==> src/rtl/count_sequencer_if.sv <==
// count_sequencer_if: configuration handshake, run control and status bundle for count_sequencer.
// Ports (master drives / slave drives):
//   master -> slave : cfg_valid, cfg_term[W], cfg_mode, start, stop, pause
//   slave -> master : cfg_ready, count[W], busy, tc_pulse, done, wrap_cnt[WRAP_W]
interface count_sequencer_if #(
    parameter int W      = 6,
    parameter int WRAP_W = 8
);
    logic              cfg_valid;
    logic              cfg_ready;
    logic [W-1:0]      cfg_term;
    logic              cfg_mode;
    logic              start;
    logic              stop;
    logic              pause;
    logic [W-1:0]      count;
    logic              busy;
    logic              tc_pulse;
    logic              done;
    logic [WRAP_W-1:0] wrap_cnt;

    modport master (
        output cfg_valid, cfg_term, cfg_mode, start, stop, pause,
        input  cfg_ready, count, busy, tc_pulse, done, wrap_cnt
    );

    modport slave (
        input  cfg_valid, cfg_term, cfg_mode, start, stop, pause,
        output cfg_ready, count, busy, tc_pulse, done, wrap_cnt
    );
endinterface

==> src/rtl/count_sequencer.sv <==
// count_sequencer: sequences a W-bit event counter through IDLE/RUN/DONE with one-shot or periodic reload.
// Ports:
//   clk   : system clock, rising edge
//   clr_n : asynchronous active-low reset
//   bus   : count_sequencer_if.slave (cfg handshake, start/stop/pause, count/busy/tc_pulse/done/wrap_cnt)
module count_sequencer #(
    parameter int W      = 6,
    parameter int WRAP_W = 8
) (
    input logic               clk,
    input logic               clr_n,
    count_sequencer_if.slave  bus
);
    typedef enum logic [1:0] {IDLE, RUN, DONE} state_t;

    state_t            state_q, state_d;
    logic [W-1:0]      count_q, count_d;
    logic [W-1:0]      term_q, term_d;
    logic              mode_q, mode_d;
    logic              tc_q, tc_d;
    logic              done_q, done_d;
    logic [WRAP_W-1:0] wrap_q, wrap_d;
    logic              cfg_ok;

    assign bus.cfg_ready = state_q != RUN;
    assign bus.busy      = state_q == RUN;
    assign bus.count     = count_q;
    assign bus.tc_pulse  = tc_q;
    assign bus.done      = done_q;
    assign bus.wrap_cnt  = wrap_q;
    assign cfg_ok        = bus.cfg_valid && state_q != RUN;

    always_ff @(posedge clk or negedge clr_n) begin
        if (!clr_n) begin
            state_q <= IDLE;
            count_q <= '0;
            term_q  <= '1;
            mode_q  <= 1'b0;
            tc_q    <= 1'b0;
            done_q  <= 1'b0;
            wrap_q  <= '0;
        end else begin
            state_q <= state_d;
            count_q <= count_d;
            term_q  <= term_d;
            mode_q  <= mode_d;
            tc_q    <= tc_d;
            done_q  <= done_d;
            wrap_q  <= wrap_d;
        end
    end

    // Config is only taken outside RUN, so the compare below always sees the
    // terminal count the current run was started with.
    always_comb begin
        state_d = state_q;
        count_d = count_q;
        term_d  = cfg_ok ? bus.cfg_term : term_q;
        mode_d  = cfg_ok ? bus.cfg_mode : mode_q;
        tc_d    = 1'b0;
        done_d  = done_q;
        wrap_d  = wrap_q;
        if (bus.stop) begin
            state_d = IDLE;
            count_d = '0;
            done_d  = 1'b0;
        end else if (state_q != RUN) begin
            if (bus.start) begin
                state_d = RUN;
                count_d = '0;
                done_d  = 1'b0;
                wrap_d  = '0;
            end
        end else if (!bus.pause) begin
            if (count_q == term_q) begin
                count_d = '0;
                tc_d    = 1'b1;
                wrap_d  = &wrap_q ? wrap_q : wrap_q + 1'b1;
                state_d = mode_q ? RUN : DONE;
                done_d  = !mode_q;
            end else begin
                count_d = count_q + 1'b1;
            end
        end
    end
endmodule

==> src/flat_wrapper.sv <==
// flat-port wrapper written by rule: the top's interface ports become plain ports
module count_sequencer_flat 
#(
    parameter int W      = 6,
    parameter int WRAP_W = 8
)
  (clk, clr_n, bus_cfg_valid, bus_cfg_term, bus_cfg_mode, bus_start, bus_stop, bus_pause, bus_cfg_ready, bus_count, bus_busy, bus_tc_pulse, bus_done, bus_wrap_cnt);
  count_sequencer_if #(.W(W), .WRAP_W(WRAP_W)) bus_i ();
  input logic clk;
  input logic clr_n;
  input wire logic [$bits(bus_i.cfg_valid)-1:0] bus_cfg_valid;
  input wire logic [$bits(bus_i.cfg_term)-1:0] bus_cfg_term;
  input wire logic [$bits(bus_i.cfg_mode)-1:0] bus_cfg_mode;
  input wire logic [$bits(bus_i.start)-1:0] bus_start;
  input wire logic [$bits(bus_i.stop)-1:0] bus_stop;
  input wire logic [$bits(bus_i.pause)-1:0] bus_pause;
  output wire logic [$bits(bus_i.cfg_ready)-1:0] bus_cfg_ready;
  output wire logic [$bits(bus_i.count)-1:0] bus_count;
  output wire logic [$bits(bus_i.busy)-1:0] bus_busy;
  output wire logic [$bits(bus_i.tc_pulse)-1:0] bus_tc_pulse;
  output wire logic [$bits(bus_i.done)-1:0] bus_done;
  output wire logic [$bits(bus_i.wrap_cnt)-1:0] bus_wrap_cnt;
  assign bus_i.cfg_valid = bus_cfg_valid;
  assign bus_i.cfg_term = bus_cfg_term;
  assign bus_i.cfg_mode = bus_cfg_mode;
  assign bus_i.start = bus_start;
  assign bus_i.stop = bus_stop;
  assign bus_i.pause = bus_pause;
  assign bus_cfg_ready = bus_i.cfg_ready;
  assign bus_count = bus_i.count;
  assign bus_busy = bus_i.busy;
  assign bus_tc_pulse = bus_i.tc_pulse;
  assign bus_done = bus_i.done;
  assign bus_wrap_cnt = bus_i.wrap_cnt;
  count_sequencer #(.W(W), .WRAP_W(WRAP_W)) u_core (.clk(clk), .clr_n(clr_n), .bus(bus_i));
endmodule
==> config.mk <==
export PLATFORM = sky130hd
export DESIGN_NAME = count_sequencer_flat
export DESIGN_NICKNAME = d
export VERILOG_FILES = /design/src/rtl/count_sequencer_if.sv /design/src/rtl/count_sequencer.sv /design/src/flat_wrapper.sv
export SDC_FILE = /design/constraint.sdc
export NUM_CORES = 1
export LEC_CHECK = 0
export ABC_AREA = 1
export BUFFER_PORTS_ARGS = -buffer_cell sky130_fd_sc_hd__buf_2
export CORE_ASPECT_RATIO = 0.75
export CORE_MARGIN = 2
export CORE_UTILIZATION = 57
export CTS_CLUSTER_DIAMETER = 100
export CTS_CLUSTER_SIZE = 25
export DETAILED_ROUTE_END_ITERATION = 10
export GPL_ROUTABILITY_DRIVEN = 0
export PLACE_DENSITY = 0.83
export SYNTH_ARGS = -nofsm -noshare
export SYNTH_HDL_FRONTEND = slang
export SYNTH_SLANG_ARGS = --single-unit
export TNS_END_PERCENT = 10
==> constraint.sdc <==
create_clock -name clk -period 2.7 [get_ports clk]
set_input_delay 0.54 -clock clk [delete_from_list [all_inputs] [get_ports clk]]
set_output_delay 0.54 -clock clk [all_outputs]
set_load 0.1 [all_outputs]
==> results.toml <==
[placed_design]
dp.final_hpwl_um = 2370
port_buffers = 30
placed_area_um2 = 1610

[power]
powerDensity_nw_per_um2 = 955
p_leak_nw = 0.876
peakVddDrop_mv = 0.714
power_mw = 1.58

[route]
drcViolationCount = 0
vias = 1336
first_pass_iters = 4
antenna_left = 0
drt_wl_total_um = 3130
avgRoutedWirePerCell_um = 12.1
vias_per_cell = 5.14
drtIter0Drc = 91

[global_route]
gr-usage-all-layers_pct = 24.6
grt_max_degree = 25
gr-total-overflow = 0
grt_antenna_before_repair = 0
grt_pass1_vias = 1165
grt_pass1_wl_um = 5180

[logic_synthesis]
ys_async_sr_fraction_pct = 100
avgSynthCellArea_um2 = 7.41
synth_cell_types = 30
seq_area_frac_synth_pct = 42.3
synth_common_cells = "nand2_1, nor2_1, inv_1, nand3_1, dfrtp_1"
synth-seq-cells = 24
yosysTopAreaCell = "dfrtp_1"
synth_edf_count = 0
synth_most_common_cell = "nand2_1"
synth_top_area_share_pct = 31.3
dominantRegCellSynth = "dfrtp_1"
syn_inst = 194
synth_area_leaders = "dfrtp_1, nand2_1, dfstp_2"
syn_area_um2 = 1440
yosys_warnings = 0
syn-num-nets = 209

[floorplanning]
die-area_um2 = 2940
fp.dieW_um = 62.0
start_util_pct = 61.3
coreArea_um2 = 2350
boundaryPins = 31
num_rows = 15
die_h_um = 47.5

[cells_and_area]
nets = 242
num_antenna_cells = 0
area_growth_pct = 14.8
final_area_um2 = 1650
drive_above_1_share_pct = 27.4

[clock_network]
cts_hold_buf = 0
clock_path_buffers = 2
cts_num_sinks = 24
clk_latency_ns = 0.32
cts_setup_buffers = 0
cts_buffers = 3
tritoncts = "yes"
ctsResizeCount = 0
htree_levels = 1
clock-root-buffer = "clkbuf_4"
cts.clk_slew.worst_paths_ns = 0.13

[worst_setup_path]
cp.required_ns = 2.16
critPathMaxFanout = 13
timing.rr.start = "u_core.term_q[4]"
r2r_slack_ns = 1.12
endpoint_kind = "output pin"
cp-startpoint = "u_core.bus.done"
reg2reg_depth = 9
criticalPathCategory = "reg2out"
r2r_end = "u_core.bus.wrap_cnt[1]"
cp-endpoint = "bus_busy"
cp.arrival_ns = 1.59
crit_path_start_kind = "register"

[sta]
period_share_pct = 78.9
fmax_ghz = 0.470
finalHoldViolations = 0
fin_tns_setup_ns = 0
whs_ns = 0.177
worst_slew_pin_slew_ns = 0.539
slew_violations = 0
period_minus_slack_ns = 2.13
slew_headroom_pct = 64.1
rsz0062_at_grt = "false"
setup-violations-final = 0
finalClockSkew_ns = 0.00504

[job]
cap_violations = 0

[run_status]
outcome = "complete, no violations"

[worst_hold_path]
min_path_type = "in2async"
-- sequential cells by signal (all words and copies together) (netlist names) --
name and flops:
u_core.bus.wrap_cnt 8, u_core.bus.count 6, u_core.term_q 6, u_core.bus.done 1, u_core.bus.tc_pulse 1, u_core.mode_q 1
u_core.state_q 1
-- how the worst min path moves through the flow --
| stage | slack, ns | cells after the start | to | from |
|---|---|---|---|---|
| floorplan | 0.24 | 0 | u_core.bus.count[0] | clr_n |
| global placement | 0.47 | 2 | u_core.term_q[4] | u_core.term_q[4] |
| detailed placement | 0.48 | 2 | u_core.term_q[4] | u_core.term_q[4] |
| CTS | 0.19 | 1 | u_core.bus.count[5] | clr_n |
| global route | 0.23 | 1 | u_core.bus.count[5] | clr_n |
| finish | 0.18 | 1 | u_core.bus.count[5] | clr_n |
-- cells in the final DEF, fill, tap and decap left out --
cell type	n
clkbuf_4	3
a21oi_1	9
nand2_1	53
dfrtp_1	18
mux2_2	2
a21oi_2	1
nor2_1	23
or2_0	1
xor2_1	2
nor3_1	3
o21ai_0	6
inv_1	20
nand4_4	1
nand3_1	19
inv_4	1
nor2_2	1
or2_1	1
ha_1	2
nand4_1	3
o21ai_2	1
buf_2	30
clkinv_2	1
clkbuf_8	1
dfstp_2	6
xnor2_1	2
nor4_1	1
inv_2	4
nand2_4	1
nand3_2	1
nand2_2	8
o21ai_1	1
-- per-stage QoR --
stage               setup WS, ns  util (%)  instances
floorplan                  0.641         -        194
global placement           0.992      68.8        256
detailed placement         0.951      68.8        256
CTS                        0.557      70.3        260
global route               0.473      70.3        260
finish                     0.571      70.3        260
-- logic make-up (layout without fill, tap and decap cells) --
logic type	after synthesis	in the layout	synth area share, %
xor gates and xnor gates	4	4	2.44
AOI/OAI and AO/OA	18	18	6.79
buffers and inverters	28	60	8.18
and+or+nand+nor	116	116	37.0
adders and majority gates	2	2	1.74
muxes	2	2	1.57
DFF	24	24	42.3
-- metal layers --
metal,GRT usage [%],share of wire [%],up-vias
met5,0,0,-
met4,6.38,1.0,0
met3,5.14,5.0,4
met2,41.9,47,41
met1,32.4,46,613
li1,-,-,678
-- layout make-up --
type,instances,area [µm²]
flip-flops and latches,24,608
inverters,26,101
fillers,202,696
clock buffers,4,36.3
well taps,34,42.5
repair buffers,30,150
multi-input cells,142,712
-- power by group --
| group | total (mW) | switching (mW) | internal [mW] |
|---|---|---|---|
| combinational | 0.836 | 0.646 | 0.189 |
| clock | 0.193 | 0.110 | 0.0825 |
| sequential | 0.548 | 0.0735 | 0.474 |
| total | 1.58 | 0.830 | 0.746 |
-- worst max-delay path, cell delays in order (launching register included) --
cell and delay [ns]:
dfrtp_1 0.42, inv_2 0.08, nand2_2 0.16, inv_4 0.16, buf_2 0.44
Power figures use the tool's default switching activity.
